[config.mk]
export PLATFORM = sky130hd
export DESIGN_NAME = rf_wb_arbiter
export DESIGN_NICKNAME = d
export VERILOG_FILES = /design/src/rtl/rf_wb_arbiter.sv
export SDC_FILE = /design/constraint.sdc
export NUM_CORES = 1
export LEC_CHECK = 0
export BUFFER_PORTS_ARGS = -buffer_cell sky130_fd_sc_hd__clkbuf_2
export CAP_MARGIN = 30
export CORE_MARGIN = 2
export CORE_UTILIZATION = 32
export CTS_BUF_LIST = sky130_fd_sc_hd__clkbuf_4 sky130_fd_sc_hd__clkbuf_8
export DETAILED_ROUTE_END_ITERATION = 7
export HOLD_SLACK_MARGIN = 0.15
export REMOVE_ABC_BUFFERS = 1
export SYNTH_ARGS = -nofsm -noshare
export SYNTH_HDL_FRONTEND = slang
export SYNTH_SLANG_ARGS = --single-unit
[constraint.sdc]
create_clock -name clk -period 5.6 [get_ports clk]
set_input_delay 0.28 -clock clk [delete_from_list [all_inputs] [get_ports clk]]
set_output_delay 0.28 -clock clk [all_outputs]
set_load 0.005 [all_outputs]
[src/rtl/rf_wb_arbiter.sv]
// Register-file write-back arbiter: two producer queues, round-robin grant, optional load scoreboard.
// Define RF_WB_SCOREBOARD_EN to build the per-register busy bits; otherwise query_busy1/2 read 0.

module rf_wb_fifo #(
    parameter int DEPTH = 2
) (
    input  logic        clk,
    input  logic        rst,
    input  logic        push,
    input  logic [4:0]  push_index,
    input  logic [31:0] push_data,
    input  logic        pop,
    output logic        full,
    output logic        empty,
    output logic [4:0]  head_index,
    output logic [31:0] head_data
);
    localparam int AW = $clog2(DEPTH);
    localparam logic [AW:0] PTR_ONE = 1;

    // The extra pointer bit separates a full queue from an empty one when the low bits match.
    logic [AW:0] wr_ptr;
    logic [AW:0] rd_ptr;
    logic [4:0]  index_mem [DEPTH];
    logic [31:0] data_mem  [DEPTH];

    always_ff @(posedge clk) begin
        if (rst) begin
            wr_ptr <= '0;
            rd_ptr <= '0;
        end else begin
            if (push) wr_ptr <= wr_ptr + PTR_ONE;
            if (pop)  rd_ptr <= rd_ptr + PTR_ONE;
        end
    end

    always_ff @(posedge clk) begin
        if (push) begin
            index_mem[wr_ptr[AW-1:0]] <= push_index;
            data_mem[wr_ptr[AW-1:0]]  <= push_data;
        end
    end

    assign empty      = (wr_ptr == rd_ptr);
    assign full       = (wr_ptr[AW] != rd_ptr[AW]) && (wr_ptr[AW-1:0] == rd_ptr[AW-1:0]);
    assign head_index = index_mem[rd_ptr[AW-1:0]];
    assign head_data  = data_mem[rd_ptr[AW-1:0]];
endmodule

module rf_wb_arbiter #(
    parameter int DEPTH = 2
) (
    input  logic        clk,
    input  logic        rst,
    input  logic        alu_valid,
    output logic        alu_ready,
    input  logic [4:0]  alu_index,
    input  logic [31:0] alu_data,
    input  logic        ld_valid,
    output logic        ld_ready,
    input  logic [4:0]  ld_index,
    input  logic [31:0] ld_data,
    input  logic        claim_valid,
    input  logic [4:0]  claim_index,
    input  logic [4:0]  query_index1,
    input  logic [4:0]  query_index2,
    output logic        query_busy1,
    output logic        query_busy2,
    output logic        reg_write,
    output logic [4:0]  write_index,
    output logic [31:0] write_data
);
    logic        alu_full, alu_empty, ld_full, ld_empty;
    logic [4:0]  alu_head_index, ld_head_index;
    logic [31:0] alu_head_data, ld_head_data;
    logic        grant_alu, grant_ld, grant_any;
    logic [4:0]  grant_index;
    logic [31:0] grant_data;
    logic        prefer_ld;

    assign alu_ready = !alu_full && !rst;
    assign ld_ready  = !ld_full && !rst;

    rf_wb_fifo #(.DEPTH(DEPTH)) u_alu_q (
        .clk        (clk),
        .rst        (rst),
        .push       (alu_valid && alu_ready),
        .push_index (alu_index),
        .push_data  (alu_data),
        .pop        (grant_alu),
        .full       (alu_full),
        .empty      (alu_empty),
        .head_index (alu_head_index),
        .head_data  (alu_head_data)
    );

    rf_wb_fifo #(.DEPTH(DEPTH)) u_ld_q (
        .clk        (clk),
        .rst        (rst),
        .push       (ld_valid && ld_ready),
        .push_index (ld_index),
        .push_data  (ld_data),
        .pop        (grant_ld),
        .full       (ld_full),
        .empty      (ld_empty),
        .head_index (ld_head_index),
        .head_data  (ld_head_data)
    );

    // Grant depends only on registered queue state, so no valid reaches the write port combinationally.
    always_comb begin
        grant_ld    = !ld_empty && (alu_empty || prefer_ld);
        grant_alu   = !alu_empty && !grant_ld;
        grant_any   = grant_ld || grant_alu;
        grant_index = grant_ld ? ld_head_index : alu_head_index;
        grant_data  = grant_ld ? ld_head_data  : alu_head_data;
    end

    always_ff @(posedge clk) begin
        if (rst) begin
            prefer_ld <= 1'b1;
        end else if (grant_any) begin
            prefer_ld <= grant_alu;
        end
    end

    // Writes to x0 still consume the grant slot but never reach the register file.
    always_ff @(posedge clk) begin
        if (rst) begin
            reg_write   <= 1'b0;
            write_index <= '0;
            write_data  <= '0;
        end else if (grant_any) begin
            if (grant_index != 5'd0) begin
                reg_write   <= 1'b1;
                write_index <= grant_index;
                write_data  <= grant_data;
            end else begin
                reg_write   <= 1'b0;
                write_index <= '0;
                write_data  <= '0;
            end
        end else begin
            reg_write <= 1'b0;
        end
    end

`ifdef RF_WB_SCOREBOARD_EN
    logic [31:0] busy;

    // The claim is assigned last so it wins over a same-edge clear of the same register.
    always_ff @(posedge clk) begin
        if (rst) begin
            busy <= '0;
        end else begin
            if (grant_ld) busy[ld_head_index] <= 1'b0;
            if (claim_valid && (claim_index != 5'd0)) busy[claim_index] <= 1'b1;
        end
    end

    assign query_busy1 = busy[query_index1];
    assign query_busy2 = busy[query_index2];
`else
    logic unused_claim;
    assign unused_claim = &{1'b0, claim_valid, claim_index, query_index1, query_index2};
    assign query_busy1  = 1'b0;
    assign query_busy2  = 1'b0;
`endif
endmodule
Yosys cells after proc, flatten, opt, wreduce, memory -nomap -nowiden
Memories as Yosys holds them, arrays and structs flattened. A register that Yosys moved wholly into a read port is not among the register bits.
Cells that the tools add are included.

storage, ports and cells
  register bits after elaboration = 47
  RAM bits = 148
  word-level logic and storage cells = 58
  memories = 4
  bits of input ports = 94

memories
  memory             depth  width  rd ports  clocked after memory_dff  wr ports  line  source
  u_alu_q.data_mem   2      32     1         1                         1         25    logic [31:0] data_mem [DEPTH];
  u_ld_q.data_mem    2      32     1         1                         1         25
  u_alu_q.index_mem  2      5      1         1                         1         24    logic [4:0] index_mem [DEPTH];
  u_ld_q.index_mem   2      5      1         1                         1         24

cells by class
  bitwise gates (word level) = 1
  add/subtract/negate cells = 4
  multiplexer cells = 17
  equal/unequal tests = 6
  reductions and logical operators = 18

operators with widths
  cell                 count
  $mux 32              2
  $mux 1               13
  $mux 5               2
  $add 2x1->2 const B  4
  $logic_and 1x1->1    8
  $logic_not 1->1      6
  $reduce_bool 5->1    1
  $eq 2x2->1           2
  $eq 1x1->1           2
  $logic_or 1x1->1     2
  $ne 1x1->1           2
  $reduce_or 2->1      1
  $not 1->1            1

Logic depth before layout (Yosys ltp)
  depth in word-level cells = 8
  mapped depth = 7
  gate-level depth less buffers = 5

Hierarchy
From an unflattened synthesis, not the netlist that was laid out.

second synthesis, totals
  cell total of the unflattened synthesis = 434
  area, all modules = 7706.1 um2

modules (own cells, without submodules)
  module         cells an instance  area an instance (um2)  times used  sequential area each (um2)
  rf_wb_fifo     137                3035.4                  2           2322.2
  rf_wb_arbiter  160                1635.3                  1           780.7

Worst setup path before layout
No wires, ideal clock.

  path type = flip-flop to flip-flop
  start point = reg u_ld_q.wr_ptr[0]
  end point = mem u_ld_q.data_mem[0][0], enable pin
  setup slack = 2.726 ns
  required time = 5.169 ns
  arrival = 2.442 ns
  stages on the path, launching flop included = 5
  library setup time = 0.431 ns
  period minus slack after synthesis = 2.874 ns
  cell sequence = dfxtp_1 -> xnor2_1 -> a21oi_1 -> nand2_1 -> nor2_1

between the ends
  longest elaborated chain between the ends = 7

RTL lines
  element                       line  source
  start, declared               22    logic [AW:0] wr_ptr;
  start signal, assigned        32    if (push) wr_ptr <= wr_ptr + PTR_ONE;
  $eq 1x1->1                    45    assign full = (wr_ptr[AW] != rd_ptr[AW]) && (wr_ptr[AW-1:0] == rd_ptr[AW-1:0]);
  $logic_and 1x1->1             45
  $logic_not 1->1               82    assign ld_ready = !ld_full && !rst;
  $logic_and 1x1->1             82
  net ld_ready                  60    output logic ld_ready,
  $logic_and 1x1->1             100   .push (ld_valid && ld_ready),
  $mux 1                        38    if (push) begin
  $mux 1 (not written as such)  40    data_mem[wr_ptr[AW-1:0]] <= push_data;
  end, declared                 25

The timed path passes the listed nets, and every way through them passes these cells.

==> impl_metrics.tcl <==
set metrics [dict create \
    status "complete, no violations" \
    hold_start "ld_valid" \
    reg2reg_to "write_data[6]" \
    leakage_nw 3.533 \
    max_freq_mhz 362.0 \
    cts_sinks 197 \
    grt_setup_unrepaired "no" \
    via_count 4290 \
    core-area_um2 22640 \
    final_cell_area_um2 9519 \
    place.gp.congestion 0.7219 \
    powerDensity_nw_per_um2 442.8 \
    post-route-util_pct 42.04 \
    pre_cts_ws_ns 2.800 \
    cts_tree "yes" \
    wl_met2_um 8194 \
    multi_input_area_um2 1862 \
    mappedNetlistArea_um2 7390 \
    hold_depth 4 \
    antenna_cells 0 \
    root_buffer "clkbuf_8" \
    die_area_um2 24320 \
    min_period_ns 2.762 \
    r2r_cells 7 \
    ys_ff_latch 197 \
    grt_overflow 0 \
    yosys-top-cells-area "edfxtp_1, mux2i_1, dfxtp_1" \
    relSlewSlack_pct 39.00 \
    path_class "reg2reg" \
    cts-buffers-inserted 17 \
    yosys.area.top_type "edfxtp_1" \
    finalCritPeriodShare_pct 49.32 \
    reg2reg_slack_ns 2.84 \
    rows 55 \
    place_area_um2 8344 \
    first_global_vias 4580 \
    drive_gt1_share_pct 27.34 \
    setup_ws_ns 2.838 \
    drt_first_pass_iters 4 \
    wirelength_um 16090 \
    crit_path_max_fanout 21 \
    wl_met1_um 7173 \
    synthArstFlopShare_pct 0 \
    start_util_pct 32.64 \
    ant_nets 0 \
    clk_latency_ns 0.46 \
    synth-edff-count 148 \
    antenna_found_initial 0 \
    ios 136 \
    grt_pass1_wl_um 25010 \
    ir_drop_mv 0.2044 \
    dpl.hpwl_um 10370 \
    drv_slew 0 \
    worst_pin_slew_ns 0.9120 \
    track_usage_pct 13.75 \
    finalHoldViolCount 0 \
    top_layer_used "met4" \
    holdPathEnd "u_ld_q.wr_ptr[0]" \
    yosysWarnings 0 \
    post_cts_resized 0 \
    vias_per_cell 4.638 \
    cts-htree-levels 4 \
    ys_seq_area_share_pct 73.42 \
    dieHeight_um 156.0 \
    worstPathArrival_ns 3.15 \
    synth_cell_types 37 \
    clkTransAtPathRegs_ns 0.11 \
    setup_viol 0 \
    portBuffers 117 \
    yosysTopAreaCellShare_pct 60.14 \
    syn_area_per_cell_um2 17.23 \
    tns_ns 0 \
    synthToLayoutAreaGrowth_pct 28.82 \
    finClkSkew_ns 0.01964 \
    cap_violations 0 \
    hold_path_class "in2reg" \
    wl_per_cell_um 17.40 \
    synth_ff_type "edfxtp_1" \
    startpoint_type "register" \
    required_ns 5.99 \
    nNetsFinal 721 \
    crit_path_end_kind "register" \
    grt_max_degree 24 \
    cts_buffer_depth 2 \
    netlist_instances 429 \
    register_area_um2 5428 \
    nFillCells 2036 \
    synth_most_common_cell "edfxtp_1" \
    wl_met3_um 595 \
    first_iter_violations 214 \
    drc 0 \
    die_w_um 156.0 \
    synth_common_cells "edfxtp_1, mux2i_1, dfxtp_1" \
]
==> worst max-delay path, stage by stage (launching register included) <==
cell and delay, ns:
dfxtp_2 0.78, buf_4 0.48, nor3_1 0.11, a22oi_1 0.25, o31ai_1 0.16, nor2_4 0.47
buf_16 0.23, a22o_1 0.15
==> cell type report <==
class,count,area share (%)
flip-flops and latches,197,57.02
repair buffers,200,15.12
clock buffers,18,2.537
well taps,285,3.746
clock inverters,14,2.024
multi-input cells,211,19.56
==> worst max path at each step <==
stage / endpoint / slack [ns] / startpoint / cells after the start
after floorplan: write_data[10] / 1.81 / u_alu_q.wr_ptr[0] / 5
after global placement: write_data[10] / 2.67 / register / 6
after detailed placement: write_data[10] / 2.80 / register / 6
after CTS: write_data[0] / 2.80 / register / 7
after global routing: write_data[6] / 2.68 / register / 7
final: write_data[6] / 2.84 / register / 7
==> placed cells by master (no fill, tap or decap), types with 2 or more instances in the layout <==
cell,netlist,layout
nor2_4,0,3
xnor2_2,2,2
dfxtp_1,49,47
nand2_1,9,9
nand3_1,2,2
a2bb2oi_1,4,4
clkinv_4,0,4
edfxtp_1,148,148
o22a_1,2,2
conb_1,1,2
xor2_1,8,8
a21oi_1,3,2
mux2i_1,101,101
o21ai_0,3,3
buf_12,0,2
a22o_1,33,33
and3_2,0,2
mux2_2,4,4
inv_8,0,3
o21ai_1,4,4
dlygate4sd3_1,0,74
nor2_1,13,11
bufinv_16,0,3
inv_6,0,3
xnor2_1,5,5
dfxtp_2,0,2
clkbuf_8,0,17
clkbuf_2,0,117
buf_4,4,6
==> per-layer routing <==
layer  vias to the layer above  GRT usage [%]
li1                       2054              -
met1                      2130          16.99
met2                        96          24.06
met3                        10          3.472
met4                         0          3.539
met5                         -              0
==> metrics by stage <==
| step | hold WS (ns) | instances | power (mW) |
|---|---|---|---|
| 2_1_floorplan | 0.3524 | 408 | 2.780 |
| 5_1_grt | 0.2056 | 925 | 4.458 |
| 6_report | 0.2284 | 925 | 4.215 |
| 3_5_place_dp | 0.4461 | 819 | 3.249 |
| 3_3_place_gp | 0.4447 | 816 | 3.182 |
| 4_1_cts | 0.1867 | 925 | 4.283 |
==> cells by family (layout without fill, tap and decap cells) <==
family	count (synthesis)	count (layout)	synth area share [%]
flops	197	197	73.42
buf+inv	22	232	1.896
compound gates	55	55	6.011
simple gates	33	33	2.201
mux	106	106	14.44
xor+xnor	15	15	1.981
other cells	1	2	0.05075
==> power breakdown <==
part | switching, mW | internal, mW | total (mW) | leakage (nW)
clock network | 0.521 | 0.463 | 0.984 | 0.218
registers | 0.183 | 1.81 | 1.99 | 1.76
logic | 0.639 | 0.602 | 1.24 | 1.55
total | 1.34 | 2.87 | 4.21 | 3.53
==> what timing repair did <==
item | 4_1_cts | 5_1_grt
setup buffers | 0 | 0
hold buffers | 74 | 0
endpoints found under the hold margin | 148 | 0
==> flip-flops by register name, indices dropped and copies added (netlist names), named ones only <==
name               cells
u_ld_q.index_mem      10
prefer_ld              1
reg_write              1
write_index            5
u_ld_q.wr_ptr          2
u_ld_q.data_mem       64
u_alu_q.data_mem      64
write_data            32
u_alu_q.rd_ptr         2
u_alu_q.index_mem     10
u_ld_q.rd_ptr          2
u_alu_q.wr_ptr         2
Note: power is estimated with default switching activity, not from simulation.
